**src/rtl/regfile_issue.sv**
```systemverilog
// regfile_issue: operand-fetch/issue stage with an 8x16 register file feeding a 16-bit ALU.
// Define REGFILE_BYPASS_EN to forward alu_res to dependent issues; otherwise hazards interlock.
module regfile_issue #(
    parameter int NREGS = 8,
    parameter int W = 16
) (
    input  logic         clk,
    input  logic         rst_n,
    input  logic         in_valid,
    output logic         in_ready,
    input  logic [2:0]   in_op,
    input  logic [2:0]   in_rd,
    input  logic [2:0]   in_rs1,
    input  logic [2:0]   in_rs2,
    input  logic         in_use_imm,
    input  logic [W-1:0] in_imm,
    input  logic         ex_stall,
    output logic [W-1:0] alu_a,
    output logic [W-1:0] alu_b,
    output logic [2:0]   alu_op,
    input  logic [W-1:0] alu_res,
    output logic         ex_valid,
    output logic [15:0]  retired_cnt
);
    localparam logic [2:0] OP_NOP = 3'd7;
    logic [W-1:0] rf [NREGS];
    logic [2:0]   ex_rd;
    logic         ex_writes, hit1, hit2, fire;
    logic [W-1:0] opnd_a, opnd_b;
    assign ex_writes = ex_valid && alu_op != OP_NOP && ex_rd != 3'd0;
    assign hit1 = ex_writes && ex_rd == in_rs1;
    assign hit2 = ex_writes && !in_use_imm && ex_rd == in_rs2;
`ifdef REGFILE_BYPASS_EN
    // The file write of the EX result lands on the same edge, so take it straight from the ALU.
    assign opnd_a = hit1 ? alu_res : rf[in_rs1];
    assign opnd_b = in_use_imm ? in_imm : hit2 ? alu_res : rf[in_rs2];
    assign in_ready = rst_n && !ex_stall;
`else
    assign opnd_a = rf[in_rs1];
    assign opnd_b = in_use_imm ? in_imm : rf[in_rs2];
    assign in_ready = rst_n && !ex_stall && !(hit1 || hit2);
`endif
    assign fire = in_valid && in_ready;
    // R0 is never written, so it keeps its reset value of zero.
    always_ff @(posedge clk) begin
        if (!rst_n) begin
            for (int i = 0; i < NREGS; i++) rf[i] <= '0;
            alu_a       <= '0;
            alu_b       <= '0;
            alu_op      <= '0;
            ex_rd       <= '0;
            ex_valid    <= 1'b0;
            retired_cnt <= '0;
        end else if (!ex_stall) begin
            if (ex_writes) rf[ex_rd] <= alu_res;
            if (ex_valid) retired_cnt <= retired_cnt + 16'd1;
            ex_valid <= fire;
            if (fire) begin
                alu_a  <= opnd_a;
                alu_b  <= opnd_b;
                alu_op <= in_op;
                ex_rd  <= in_rd;
            end
        end
    end
endmodule

```
**config.mk**
```make
export PLATFORM = sky130hd
export DESIGN_NAME = regfile_issue
export DESIGN_NICKNAME = d
export VERILOG_FILES = /design/src/rtl/regfile_issue.sv
export SDC_FILE = /design/constraint.sdc
export NUM_CORES = 1
export LEC_CHECK = 0
export BUFFER_PORTS_ARGS = -buffer_cell sky130_fd_sc_hd__buf_2
export CORE_AREA = 2 2 132 134
export CTS_BUF_LIST = sky130_fd_sc_hd__clkbuf_8
export DETAILED_ROUTE_END_ITERATION = 10
export DIE_AREA = 0 0 134 136
export PLACE_DENSITY = 0.78
export SLEW_MARGIN = 25
export SYNTH_ARGS = -nofsm -noshare
export SYNTH_HDL_FRONTEND = slang
export SYNTH_SLANG_ARGS = --single-unit
```
**constraint.sdc**
```tcl
create_clock -name clk -period 3.1 [get_ports clk]
set_input_delay 0.62 -clock clk [delete_from_list [all_inputs] [get_ports clk]]
set_output_delay 0.62 -clock clk [all_outputs]
set_load 0.01 [all_outputs]
```
==> summary.md <==
| Metric | Value |
|---|---|
| Outcome | `finished, final reports clean` |
| HP Class | `input port to flop` |
| Yosys top cell by area | `edfxtp_1` |
| Layout cells sized above 1 | `0.243` |
| Synth top area cells | `edfxtp_1 (42%), dfxtp_1 (12%), mux2i_1 (9.6%)` |
| WL final | `24.3 mm` |
| IR drop worst, VDD | `302 uV` |
| Die Wd | `134 um` |
| Leak | `4.50 nW` |
| Area share of the largest cell type after synthesis | `0.422` |
| Slew HR | `0.556` |
| IO Port Bufs | `101` |
| Crit Path Class | `flop to output port` |
| Actual slew at the worst max-slew pin | `666 ps` |
| Drt via density | `6.10` |
| Grt total ovfl | `0` |
| Depth of the CTS H-tree | `4` |
| Top FF cell, synth | `edfxtp_1` |
| Boundary Pins | `102` |
| Commonest non-fill, non-tap cell in the layout | `edfxtp_1` |
| DR pass1 iterations | `6` |
| Final Hold Fails | `0` |
| Critical Path Start Type | `flop` |
| Sequential cell area | `0.00494 sq mm` |
| Fill cells | `1267` |
| Antenna violations before repair | `2` |
| DR iter-0 viols | `760` |
| Rows | `48` |
| # setup viols final | `0` |
| FF+latch count, synth | `183` |
| Clk_lat worst skew | `470 ps` |
| Count of different cell masters after synthesis | `38` |
| Highest-count cells in the layout ignoring fill and taps | `edfxtp_1 (128), and2_1 (115), buf_2 (100)` |
| Seq/Total Area, Yosys | `0.543` |
| Drt drc | `0` |
| Final TNS setup | `0 ps` |
| Vias in the first global route | `6479` |
| GRT Util Overall | `0.270` |
| Met2 Resource Use GR | `0.436` |
| CTS tree | `built` |
| Maximum clock frequency | `0.367 GHz` |
| Critical Path Sink Type | `output port` |
| Fin crit share | `0.880` |
| Synth Warn # | `0` |
| Via count | `6471` |
| Area delta synth->final | `14.6%` |
| Num CTS Buffers | `17` |
| Starting density of the core | `0.540` |
| Met3 usage | `0.0757` |
| Required @ worst endpoint | `2480 ps` |
| Worst Hold Slack | `406 ps` |
| Nets | `872` |
| Die Ht | `136 um` |
| Largest net degree at the start of global routing | `65` |
| Die area | `0.0182 sq mm` |
| Area of the multi-input gates | `0.00393 sq mm` |
| CORE AREA | `0.0169 sq mm` |
| Power Dens Cells | `490 mW/mm^2` |
| Detail Route Antenna Nets | `0` |
| Gate Count Post-Synth | `711` |
| Post-route clock skew | `11.0 ps` |
| Post-CTS Hold Fix Bufs | `0` |
| Postcts setup bufs | `0` |
| Synth Cell Area | `0.00911 sq mm` |
| First-pass GRT wire length | `36.7 mm` |
| Worst EP arrival | `2110 ps` |
| Clk slew on worst S/H paths | `90 ps` |
| Crit Path Max Fanout | `15` |
| Final HPWL DP | `15.4 mm` |
| RSZ-0062 raised after global routing | `false` |
| GR Util met1 | `0.354` |
| Final Slew Violations | `0` |
| CTS Root Cell | `clkbuf_8` |
| DR WL/cell | `22.9 um` |
| Resized cells post-CTS | `0` |
| GRT busiest layer | `met2` |
| Gpl congestion | `0.801` |
| Syn avg cell area | `12.8 sq um` |
| Post-synth EDFFs | `128` |
| Maximum buffer depth of the clock tree | `2` |
| MaxCap Viol Count | `0` |
| Final min period | `2730 ps` |
| Async S/R FF share, synth | `0` |
| Sink Count | `183` |
-- routing by layer --
layer,up-vias,part of all wire
li1,2871,-
met1,3183,0.39
met2,372,0.48
met3,43,0.11
met4,2,0.020
met5,-,0.00045
-- state kept, by name (all words and copies together), names as in the netlist --
| signal | flops |
|---|---|
| ex_rd | 3 |
| alu_op | 3 |
| retired_cnt | 16 |
| ex_valid | 1 |
| rf | 128 |
| alu_a | 16 |
| alu_b | 16 |
-- area by class of cell --
type,instances,share of cell area
antenna,1,0.000240
clock buffer,19,0.0251
clock inverter,13,0.0170
inverter,6,0.00216
multi-input combinational,480,0.377
sequential,183,0.474
tap,225,0.0270
timing repair buffer,134,0.0780
-- Yosys cell counts (5+ instances only) --
cell type,n
dfxtp_1,55
xor2_1,9
nand2_1,33
nor3_1,7
and2_1,115
nor2_1,14
mux4_2,32
edfxtp_1,128
clkbuf_1,35
inv_1,5
mux2i_1,87
nand4_1,19
xnor2_1,7
nand3b_1,16
o21ai_0,6
nand2b_1,6
or3_1,6
o211a_1,32
nand3_1,21
buf_2,15
a21oi_1,5
a22oi_1,33
-- kinds of logic after synthesis --
logic type / after synthesis / synth area share
muxes: 119 / 0.175
xor gates and xnor gates: 16 / 0.0154
adders and majority gates: 1 / 0.00137
other: 1 / 0.000412
buffers and inverters: 63 / 0.0322
and+or+nand+nor: 250 / 0.162
AOI/OAI and AO/OA: 78 / 0.0705
DFF: 183 / 0.543
-- report_power, final --
part           total (mW)  internal (mW)  switching (mW)
registers            2.78           2.71          0.0696
clock network        1.77          0.920           0.849
logic               0.561          0.245           0.316
total                5.11           3.87            1.23
-- worst max-delay path, stage by stage (launching register included) --
cell,delay (ps)
dfxtp_1,600
xor2_1,190
nor3_1,90
o21ai_2,170
buf_4,240
nor3b_1,200
buf_2,160
-- final timing paths --
check / cells after the start / to / slack (ps) / start
max: 6 / in_ready / 370 / ex_rd[1]
min: 3 / ex_rd[0] / 410 / in_rd[0]
max reg2reg: 6 / alu_op[1] / 860 / ex_rd[1]
min reg2reg: 2 / alu_op[0] / 480 / alu_op[0]
-- through the flow --
stage	cell area, sq um	util	power [mW]	instances	setup slack [ps]
floorplan	9160	-	3.16	726	406
global placement	9960	0.590	3.35	1027	574
detailed placement	9960	0.590	3.38	1027	541
CTS	10400	0.616	5.11	1059	368
global route	10400	0.618	5.26	1060	251
finish	10400	0.618	5.11	1061	373
Power figures use the tool's default switching activity.
